$ cat src/rtl/coin_pkg.sv
// Shared types and default constants for the coin sensor front-end.
package coin_pkg;

  localparam int unsigned SYNC_STAGES_DEF     = 2;
  localparam int unsigned DEBOUNCE_CYCLES_DEF = 16;
  localparam int unsigned CNT_W_DEF           = 5;

  typedef enum logic {
    ARB_IDLE = 1'b0,
    ARB_GAP  = 1'b1
  } arb_state_e;

  // Registered pulse bundle handed to the vending FSM.
  typedef struct packed {
    logic load50;
    logic load100;
    logic err;
  } coin_pulse_t;

endpackage

$ cat src/rtl/coin_debounce.sv
// One coin channel: multi-flop synchroniser, counter debounce and rising-edge
// detect on the debounced level.
module coin_debounce
  import coin_pkg::*;
#(
  parameter int unsigned SYNC_STAGES     = SYNC_STAGES_DEF,
  parameter int unsigned DEBOUNCE_CYCLES = DEBOUNCE_CYCLES_DEF,
  parameter int unsigned CNT_W           = CNT_W_DEF
) (
  input  logic clk,
  input  logic rst_n,
  input  logic i_raw,
  output logic o_stable,
  output logic o_rise_c
);

  logic [SYNC_STAGES-1:0] r_sync;
  logic [CNT_W-1:0]       r_cnt;
  logic                   r_stable;
  logic                   r_stable_d;

  logic w_sync;
  logic w_diff;
  logic w_flip;

  assign w_sync = r_sync[SYNC_STAGES-1];
  assign w_diff = w_sync ^ r_stable;
  assign w_flip = w_diff && (r_cnt == CNT_W'(DEBOUNCE_CYCLES - 1));

  always_ff @(posedge clk or negedge rst_n) begin
    if (!rst_n) begin
      r_sync <= '0;
    end else begin
      r_sync <= {r_sync[SYNC_STAGES-2:0], i_raw};
    end
  end

  // Level is accepted only after DEBOUNCE_CYCLES consecutive differing samples.
  always_ff @(posedge clk or negedge rst_n) begin
    if (!rst_n) begin
      r_cnt      <= '0;
      r_stable   <= 1'b0;
      r_stable_d <= 1'b0;
    end else begin
      r_stable_d <= r_stable;
      if (!w_diff) begin
        r_cnt <= '0;
      end else if (w_flip) begin
        r_cnt    <= '0;
        r_stable <= ~r_stable;
      end else begin
        r_cnt <= r_cnt + CNT_W'(1);
      end
    end
  end

  assign o_stable = r_stable;
  assign o_rise_c = r_stable & ~r_stable_d;

endmodule

$ cat src/rtl/coin_pulse_gen.sv
// Coin sensor front-end: two debounced channels feeding a pending/arbiter stage
// that emits isolated single-cycle load pulses for the vending FSM.
module coin_pulse_gen
  import coin_pkg::*;
#(
  parameter int unsigned SYNC_STAGES     = SYNC_STAGES_DEF,
  parameter int unsigned DEBOUNCE_CYCLES = DEBOUNCE_CYCLES_DEF,
  parameter int unsigned CNT_W           = CNT_W_DEF
) (
  input  logic clk,
  input  logic rst_n,
  input  logic coin50_raw,
  input  logic coin100_raw,
  input  logic enable,
  output logic load50bani,
  output logic load1leu,
  output logic coin_err
);

  logic w_stable50;
  logic w_stable100;
  logic w_rise50;
  logic w_rise100;
  logic w_unused_stable;
  logic w_req50;
  logic w_req100;

  arb_state_e  r_state;
  arb_state_e  w_state_nxt;
  logic        r_pend50;
  logic        r_pend100;
  logic        w_pend50_nxt;
  logic        w_pend100_nxt;
  coin_pulse_t r_out;
  coin_pulse_t w_out_nxt;

  coin_debounce #(
    .SYNC_STAGES    (SYNC_STAGES),
    .DEBOUNCE_CYCLES(DEBOUNCE_CYCLES),
    .CNT_W          (CNT_W)
  ) u_deb50 (
    .clk     (clk),
    .rst_n   (rst_n),
    .i_raw   (coin50_raw),
    .o_stable(w_stable50),
    .o_rise_c(w_rise50)
  );

  coin_debounce #(
    .SYNC_STAGES    (SYNC_STAGES),
    .DEBOUNCE_CYCLES(DEBOUNCE_CYCLES),
    .CNT_W          (CNT_W)
  ) u_deb100 (
    .clk     (clk),
    .rst_n   (rst_n),
    .i_raw   (coin100_raw),
    .o_stable(w_stable100),
    .o_rise_c(w_rise100)
  );

  assign w_unused_stable = w_stable50 & w_stable100;

  assign w_req50  = w_rise50  | r_pend50;
  assign w_req100 = w_rise100 | r_pend100;

  always_ff @(posedge clk or negedge rst_n) begin
    if (!rst_n) begin
      r_state   <= ARB_IDLE;
      r_pend50  <= 1'b0;
      r_pend100 <= 1'b0;
      r_out     <= '0;
    end else begin
      r_state   <= w_state_nxt;
      r_pend50  <= w_pend50_nxt;
      r_pend100 <= w_pend100_nxt;
      r_out     <= w_out_nxt;
    end
  end

  // 50 bani has priority; every pulse is followed by a forced GAP cycle.
  always_comb begin
    w_state_nxt   = r_state;
    w_pend50_nxt  = r_pend50;
    w_pend100_nxt = r_pend100;
    w_out_nxt     = '0;

    if (!enable) begin
      w_state_nxt   = ARB_IDLE;
      w_pend50_nxt  = 1'b0;
      w_pend100_nxt = 1'b0;
    end else begin
      case (r_state)
        ARB_IDLE: begin
          if (w_req50) begin
            w_out_nxt.load50 = 1'b1;
            w_pend50_nxt     = 1'b0;
            w_state_nxt      = ARB_GAP;
          end else if (w_req100) begin
            w_out_nxt.load100 = 1'b1;
            w_pend100_nxt     = 1'b0;
            w_state_nxt       = ARB_GAP;
          end
        end
        ARB_GAP: begin
          w_state_nxt = ARB_IDLE;
        end
        default: begin
          w_state_nxt = ARB_IDLE;
        end
      endcase

      // An unserved rise on an already-pending channel loses one coin.
      if (w_rise50 && !w_out_nxt.load50) begin
        if (r_pend50) begin
          w_out_nxt.err = 1'b1;
        end
        w_pend50_nxt = 1'b1;
      end
      if (w_rise100 && !w_out_nxt.load100) begin
        if (r_pend100) begin
          w_out_nxt.err = 1'b1;
        end
        w_pend100_nxt = 1'b1;
      end
    end
  end

  assign load50bani = r_out.load50;
  assign load1leu   = r_out.load100;
  assign coin_err   = r_out.err;

endmodule

$ cat config.mk
export PLATFORM = sky130hd
export DESIGN_NAME = coin_pulse_gen
export DESIGN_NICKNAME = d
export VERILOG_FILES = /design/src/rtl/coin_pkg.sv /design/src/rtl/coin_debounce.sv /design/src/rtl/coin_pulse_gen.sv
export SDC_FILE = /design/constraint.sdc
export NUM_CORES = 1
export LEC_CHECK = 0
export CORE_ASPECT_RATIO = 1.25
export CORE_MARGIN = 4
export CORE_UTILIZATION = 47
export CTS_BUF_LIST = sky130_fd_sc_hd__clkbuf_16
export DETAILED_ROUTE_END_ITERATION = 7
export PLACE_DENSITY_LB_ADDON = 0.1
export SETUP_SLACK_MARGIN = 0.3
export SYNTH_ARGS = -nofsm -noshare
export SYNTH_HDL_FRONTEND = slang
export SYNTH_SLANG_ARGS = --single-unit
$ cat constraint.sdc
create_clock -name clk -period 2.5 [get_ports clk]
set_input_delay 0.5 -clock clk [delete_from_list [all_inputs] [get_ports clk]]
set_output_delay 0.5 -clock clk [all_outputs]
set_load 0.005 [all_outputs]
After elaboration in Yosys (flattened, before gate mapping) --
Index checks and enable logic that the tools add are counted.
Storage, ports and cells: register bits after elaboration 24, bits of input ports 5, output and inout bits 3, logic and storage cells 70
Operators by class: $add $sub $neg 2, equality and inequality tests 7, muxes and demuxes 26, bitwise gates (word level) 11, reductions and logical operators 10
Operators by type and width (count):
- 2-to-1 mux 5 bit | 4
- 2-to-1 mux 1 bit | 18
- adder 5 x 1 -> 5 bit, second input constant | 2
- equality test 5 x 4 -> 1 bit, second input constant | 2
- inequality test 3 x 2 -> 1 bit, second input constant | 3
- inequality test 3 x 1 -> 1 bit, second input constant | 2
- AND reduction 2 bit | 3
- inverter 1 bit | 5
- logical AND 1 bit | 4
- 2-to-1 mux 2 bit | 2
- 2-to-1 mux 3 bit | 1
- AND reduction 3 bit | 1
- bitwise AND 1 bit | 2
- logical NOT 1 bit | 2
- bitwise OR 1 bit | 2
- case mux 1 bit (2 select lines) | 1
- bitwise XOR 1 bit | 2

Logic depth before layout (Yosys ltp) --
Gate-level depths: netlist of run 1.
depth after elaboration 13, mapped depth 4, depth with buffers taken out 4

Modules after synthesis --
From an unflattened synthesis of run 1, not the netlist that was laid out.
Unflattened totals: cell total of the unflattened synthesis 70, area total of the unflattened synthesis 918.4 µm²
Modules (own cells, without submodules):
- coin_debounce | instances 2, cells an instance 25, area an instance 340.3 µm², seq. area each 225.2 µm²
- coin_pulse_gen | instances 1, cells an instance 20, area an instance 237.7 µm², seq. area each 150.1 µm²

Worst setup path before layout of run 1 --
Ideal clock, no wire load.
kind register to register, from register u_deb50.r_cnt[0], to register u_deb50.r_stable (netlist: u_deb50.o_stable), setup time 0.127 ns, arrival time 1.040 ns, required time 2.373 ns, setup slack 1.333 ns, cell stages (with the launch flop) 5, path buffers 0, clock period less this slack 1.167 ns, cell sequence dfrtp_1 ha_1 nand3_2 nor2_1 mux2_1
On the way: cells in the longest elaborated chain, start to end 3
RTL lines:
- start: declaration | RTL line coin_debounce.sv:18 | logic [CNT_W-1:0] r_cnt;
- start signal: assignment | RTL line coin_debounce.sv:52 | r_cnt <= r_cnt + CNT_W'(1);
- equality test 5 x 4 -> 1 bit | RTL line coin_debounce.sv:28 | assign w_flip = w_diff && (r_cnt == CNT_W'(DEBOUNCE_CYCLES - 1));
- logical AND 1 bit | RTL line coin_debounce.sv:28
- AND reduction 2 bit (no line)
- end signal: assignment | RTL line coin_debounce.sv:50 | r_stable <= ~r_stable;
- end: declaration | RTL line coin_debounce.sv:19 | logic r_stable;
No other way between the ends. A chain may end at the register's enable or synchronous reset.

Worst setup path after layout of run 1 --
from register r_out (netlist bit load1leu), to output port load1leu
RTL lines:
- start: declaration | RTL line coin_pulse_gen.sv:34 | coin_pulse_t r_out;
- start signal: assignment | RTL line coin_pulse_gen.sv:76 | r_out <= w_out_nxt;
- end: declaration | RTL line coin_pulse_gen.sv:16 | output logic load1leu,
No word-level cell between the ends.

==> flow_summary_export.csv, run 1 <==
group,metric,value,unit
global_routing,grt-busiest-layer,"met2",
synth,synth.distinct_cells,22,
timing,fin_crit_sh,62.6,%
synth,postSynth.asyncResetShare,100,%
timing,slew_headroom,80.6,%
power_and_ir_drop,pwr_density_cell,721,nW/um2
synth,syn-instance-count,68,
critical_path,crit_start,"load1leu",
die,num_io_pins,8,
finish,nets,88,
timing,fmax,0.639,GHz
synth,synth_edf_count,0,
flow_run,cap_violations,0,
critical_path,critical_path.top_delay_family,"buffers and inverters",
place,routabilityCongestion,0.672,
routing,vias,509,
die,initial_utilization,50.4,%
synth,ys_ff_latch,24,
global_routing,met1_usage,17.3,%
synth,ys_top_cells_by_area,"dfrtp_1 (67%), xor2_1 (5.8%), nor2_1 (3.3%)",
global_routing,antenna_found_initial,0,
global_routing,grt_pass1_vias,519,
synth,synth-seq-area-share,66.7,%
clock_tree,cts_resized,0,
global_routing,grt_max_degree,25,
clock_tree,hold_buffers,0,
die,die_y,57.0,um
clock_tree,clk_latency,250,ps
synth,ys.flop_type,"dfrtp_1",
routing,routedWlPerCell,13.3,um
critical_path,crit_slowest_cell,"clkdlybuf4s50_1",
clock_tree,clkSinkCount,24,
outcome,status,"completed",
finish,diodes,0,
place,dpl_worst_slack,984,ps
routing,drc_errors,0,
clock_tree,clockBufferDepth,2,
finish,drive_above_1_share,13.8,%
global_routing,grtUsageMet3,2.84,%
global_routing,grt_usage,12.5,%
hold_path,holdCritStartpoint,"u_deb50.r_sync[0]",
timing,timing.setup.tns,0,ps
critical_path,start_kind,"flip-flop",
synth,yosysWarnings,0,
clock_tree,tritoncts,"yes",
place,dp_hpwl,919,um
timing,fin_crit,1560,ps
timing,worst_hold_slack,348,ps
synth,synth_common_cells,"dfrtp_1 (24), nor2_1 (8), xor2_1 (6)",
routing,vias_per_cell,5.14,
clock_tree,htree_levels,1,
critical_path,arrival,1060,ps
global_routing,grt_use_met2,17.7,%
timing,tightest_slew,291,ps
finish,regArea,601,um2
synth,synth_largest_area_cell,"dfrtp_1",
place,numPortBuffers,7,
critical_path,required,2000,ps
synth,syn_area,901,um2
routing,drt_first_pass_iters,4,
timing,layout_setup_ws,935,ps
critical_path,cp_cell_sequence,"clkdlybuf4s50_1",
timing,setup_viol,0,
clock_tree,root_buffer,"clkbuf_16",
finish,area_growth,20.0,%
timing,rsz0062_at_grt,"false",
die,dieWidth,47.2,um
critical_path,critPathBufInv,1,
finish,fill_cells,152,
finish,multiInputGateArea,297,um2
synth,avgSynthCellArea,13.2,um2
critical_path,slowest_delay,490,ps
routing,drt_iter0_drc,5,
die,dieArea,2690,um2
global_routing,gr-total-overflow,0,
die,core-area,1790,um2
clock_tree,cts_setup_buffers,0,
timing,hold_violations,0,
hold_path,min_path_type,"reg -> reg",
critical_path,r2r_start,"u_deb50.r_cnt[0]",
routing,drtAntennaViolNets,0,
clock_tree,numCtsBuffers,3,
synth,netlist.area_leader.share,66.7,%
synth,yosysMostFrequentCell,"dfrtp_1",
routing,drt_wl_total,1320,um
critical_path,crit_fanout,1,
synth,syn_nets,75,
global_routing,grt_pass1_wl,2370,um
timing,fin_skew,5.19,ps
timing,slew_violations,0,
die,num_rows,17,
critical_path,crit_type,"reg -> out",
clock_tree,clk_pin_slew,60,ps
power_and_ir_drop,vdd_drop_max,414,uV
power_and_ir_drop,leakage,0.557,nW
critical_path,critPathCaptureType,"output port",
final timing paths:
path | endpoint | slack (ps) | depth (start not counted)
max | load1leu | 940 | 1
min | u_deb50.r_sync[1] | 350 | 0
min reg2reg | u_deb50.r_sync[1] | 350 | 0
min in group asynchronous | u_deb50.r_cnt[0] | 610 | 2
max in group asynchronous | r_pend100 | 1670 | 2
max reg2reg | u_deb50.o_stable | 1250 | 4
per-layer routing:
layer	share of wire [%]	up-vias
met4	2.7	0
li1	-	255
met5	0	-
met3	3.7	5
met2	50	10
met1	43	239
cells in the final DEF, fill, tap and decap left out:
| cell type | instances |
|---|---|
| nand3_1 | 3 |
| o21ai_2 | 1 |
| ha_1 | 2 |
| dfrtp_1 | 24 |
| inv_1 | 1 |
| nor2_2 | 1 |
| buf_4 | 1 |
| nor2_1 | 8 |
| clkbuf_16 | 3 |
| nor3_1 | 1 |
| nand2b_1 | 3 |
| a21oi_1 | 1 |
| and2_1 | 1 |
| o21ai_1 | 2 |
| xor2_1 | 6 |
| and3_1 | 4 |
| clkinv_1 | 1 |
| o2111ai_1 | 1 |
| clkdlybuf4s50_1 | 7 |
| o221a_2 | 1 |
| and2_2 | 2 |
| and2b_2 | 1 |
| nand3_2 | 1 |
| mux2_1 | 2 |
| nor2b_1 | 1 |
| a31oi_1 | 1 |
final cells by class:
class,instances,area share [%]
Multi-Input combinational cell,43,27.4
Clock buffer,3,6.94
Sequential cell,24,55.6
Inverter,1,0.347
Tap cell,19,2.20
Timing Repair Buffer,8,7.18
Clock inverter,1,0.347
sequential cells by signal (all words and copies together), names as in the netlist:
signal               flops
u_deb100.o_stable        1
r_pend50                 1
coin_err                 1
u_deb50.r_cnt            5
load1leu                 1
u_deb50.r_sync           2
u_deb100.r_stable_d      1
r_pend100                1
load50bani               1
r_state                  1
u_deb50.r_stable_d       1
u_deb50.o_stable         1
u_deb100.r_cnt           5
u_deb100.r_sync          2
per-stage QoR:
stage / instances / power (mW) / util, % / instance area [um2]
global placement: 95 / 0.447 / 56.1 / 1000
finish: 99 / 0.780 / 60.5 / 1080
detailed placement: 95 / 0.448 / 56.1 / 1000
CTS: 99 / 0.785 / 60.5 / 1080
floorplan: 68 / 0.428 / - / 901
global route: 99 / 0.812 / 60.5 / 1080
report_power, final:
group          switching, mW  internal, mW
Combinational         0.0175        0.0156
Sequential           0.00721         0.400
Clock                  0.126         0.213
logic make-up (layout without fill, tap and decap cells):
family                     count (synthesis)  after routing  synth area share, %
AOI/OAI and AO/OA                          7              7                 5.56
xor gates and xnor gates                   6              6                 5.83
adders and majority gates                  2              2                 2.78
buffers and inverters                      1             13                0.416
DFF                                       24             24                 66.7
muxes                                      2              2                 2.50
and+or+nand+nor                           26             26                 16.2
(Power assumes the default switching activity.)
==> inputs of run 2 (changes only) <==
clock period = 1.58 ns   (was 2.5 ns; I/O delays follow)
==> flow_summary_export.csv, run 2 (synthesis results as in run 1) <==
group,metric,value,unit
outcome,status,"completed",
power_and_ir_drop,seq_power_share,52.5,%
clock_tree,clk_latency,250,ps
global_routing,gr-total-overflow,0,
timing,fin_crit_sh,78.1,%
finish,drive_above_1_share,17.3,%
place,dp_hpwl,898,um
die,core-area,1790,um2
critical_path,cp_cell_sequence,"ha_1, nand3_1, nor2_1, mux2_1",
routing,drtAntennaViolNets,0,
critical_path,required,1720,ps
clock_tree,htree_levels,1,
global_routing,antenna_found_initial,0,
place,numPortBuffers,7,
power_and_ir_drop,vdd_drop_max,755,uV
die,dieWidth,47.2,um
critical_path,crit_fanout,3,
timing,setup_viol,0,
timing,tightest_slew,295,ps
finish,layout_commonest_cell,"dfrtp_1",
critical_path,critPathCaptureType,"flip-flop",
finish,top_regs,"u_deb100.r_cnt: 5 flops, u_deb50.r_cnt: 5 flops",
global_routing,grt_pass1_wl,2240,um
timing,timing.setup.tns,0,ps
power_and_ir_drop,pwr-share-clk,43.1,%
routing,drt_wl_total,1280,um
power_and_ir_drop,leakage,0.574,nW
die,die_y,57.0,um
clock_tree,numCtsBuffers,3,
die,num_io_pins,8,
place,routabilityCongestion,0.668,
routing,drt_iter0_drc,9,
clock_tree,root_buffer,"clkbuf_16",
critical_path,crit_type,"reg -> reg",
timing,rsz0062_at_grt,"false",
flow_run,cap_violations,0,
clock_tree,clkSinkCount,24,
routing,drc_errors,0,
power_and_ir_drop,p_int,997,uW
place,placedCellCount,95,
clock_tree,clk_pin_slew,60,ps
global_routing,grt_max_degree,25,
power_and_ir_drop,power.net_switching,231,uW
global_routing,grt_pass1_vias,545,
power_and_ir_drop,pwr-share-comb,4.5,%
timing,fmax,0.810,GHz
clock_tree,hold_buffers,0,
finish,layout_common_cells,"dfrtp_1 (24), nor2_1 (7), xor2_1 (6)",
routing,vias,521,
critical_path,arrival,1370,ps
global_routing,grt_usage,11.8,%
finish,nets,89,
timing,fin_skew,3.06,ps
clock_tree,tritoncts,"yes",
critical_path,crit_slowest_cell,"dfrtp_1",
power_and_ir_drop,pwr_density_cell,1130,nW/um2
routing,vias_per_cell,5.21,
routing,routedWlPerCell,12.8,um
die,num_rows,17,
hold_path,min_path_type,"reg -> reg",
critical_path,ff2ff_setup_slack,350,ps
critical_path,start_kind,"flip-flop",
critical_path,slowest_delay,370,ps
routing,drt_first_pass_iters,2,
finish,fill_cells,168,
die,initial_utilization,50.4,%
timing,slew_headroom,80.4,%
timing,fin_crit,1230,ps
clock_tree,clockBufferDepth,2,
timing,hold_violations,0,
die,dieArea,2690,um2
finish,area_growth,21.0,%
finish,diodes,0,
timing,slew_violations,0,
finish,final_cells,100,
power_and_ir_drop,switching_share,18.8,%
[run 2: changes by cell type in the layout (fill, tap and decap cells not counted), sizes merged]
cell and delta:
buf +1, clkdlybuf4s50 -3, dlygate4sd2 +3
[run 2: final timing paths]
path / start / to / depth (start not counted)
setup / recovery: u_deb100.r_cnt[0] / u_deb100.o_stable / 4
hold / removal: u_deb50.r_sync[0] / u_deb50.r_sync[1] / 0
setup reg to reg: u_deb100.r_cnt[0] / u_deb100.o_stable / 4
hold reg to reg: u_deb50.r_sync[0] / u_deb50.r_sync[1] / 0
max in group asynchronous: rst_n / u_deb50.r_cnt[0] / 2
min in group asynchronous: rst_n / u_deb50.r_cnt[2] / 2
[run 2: timing repair]
action	in CTS	in global routing
endpoints found under the hold margin	0	0
endpoints found under the setup margin	3	1
buffers inserted	0	1
resized for setup	3	2
[run 2: critical path: cells and delay by family, from the launching register on]
family,cells,cell delay [ps]
adder cells (fa/ha/maj),1,200
flip-flops,1,370
multiplexers,1,320
AND/OR/NAND/NOR,2,240
[run 2: through the flow]
step	area (um2)	total power [mW]	hold WS (ps)	utilization (%)	worst slack, ps
after detailed placement	1000	0.709	337	56.1	226
after CTS	1080	1.24	351	60.3	322
after global placement	1000	0.707	333	56.1	301
final	1090	1.23	349	61.0	346
after global routing	1090	1.28	367	61.0	303
after floorplan	901	0.677	20.4	-	413
[run 2: cell type report]
cell class / instances / area, um2 / area share (%)
well taps: 19 / 23.8 / 2.18
clock inverters: 1 / 3.75 / 0.344
clock buffers: 3 / 75.1 / 6.89
multi-input cells: 43 / 302 / 27.7
flip-flops and latches: 24 / 601 / 55.1
inverters: 1 / 3.75 / 0.344
repair buffers: 9 / 81.3 / 7.46
[run 2: routing by layer]
layer / vias to the layer above / wire length (um) / global-route usage (%)
met5: - / 0 / 0
met4: 0 / 10 / 7.11
met3: 2 / 51 / 2.84
met2: 7 / 699 / 20.2
met1: 256 / 521 / 12.3
li1: 256 / - / -
[run 2: power by group through the flow]
| stage | logic [mW] | clock network (mW) | registers, mW |
|---|---|---|---|
| 2_1_floorplan | 0.0246 | 0 | 0.653 |
| 3_3_place_gp | 0.0521 | 0 | 0.655 |
| 3_5_place_dp | 0.0532 | 0 | 0.655 |
| 4_1_cts | 0.0537 | 0.545 | 0.644 |
| 5_1_grt | 0.0652 | 0.573 | 0.646 |
| 6_report | 0.0550 | 0.529 | 0.644 |
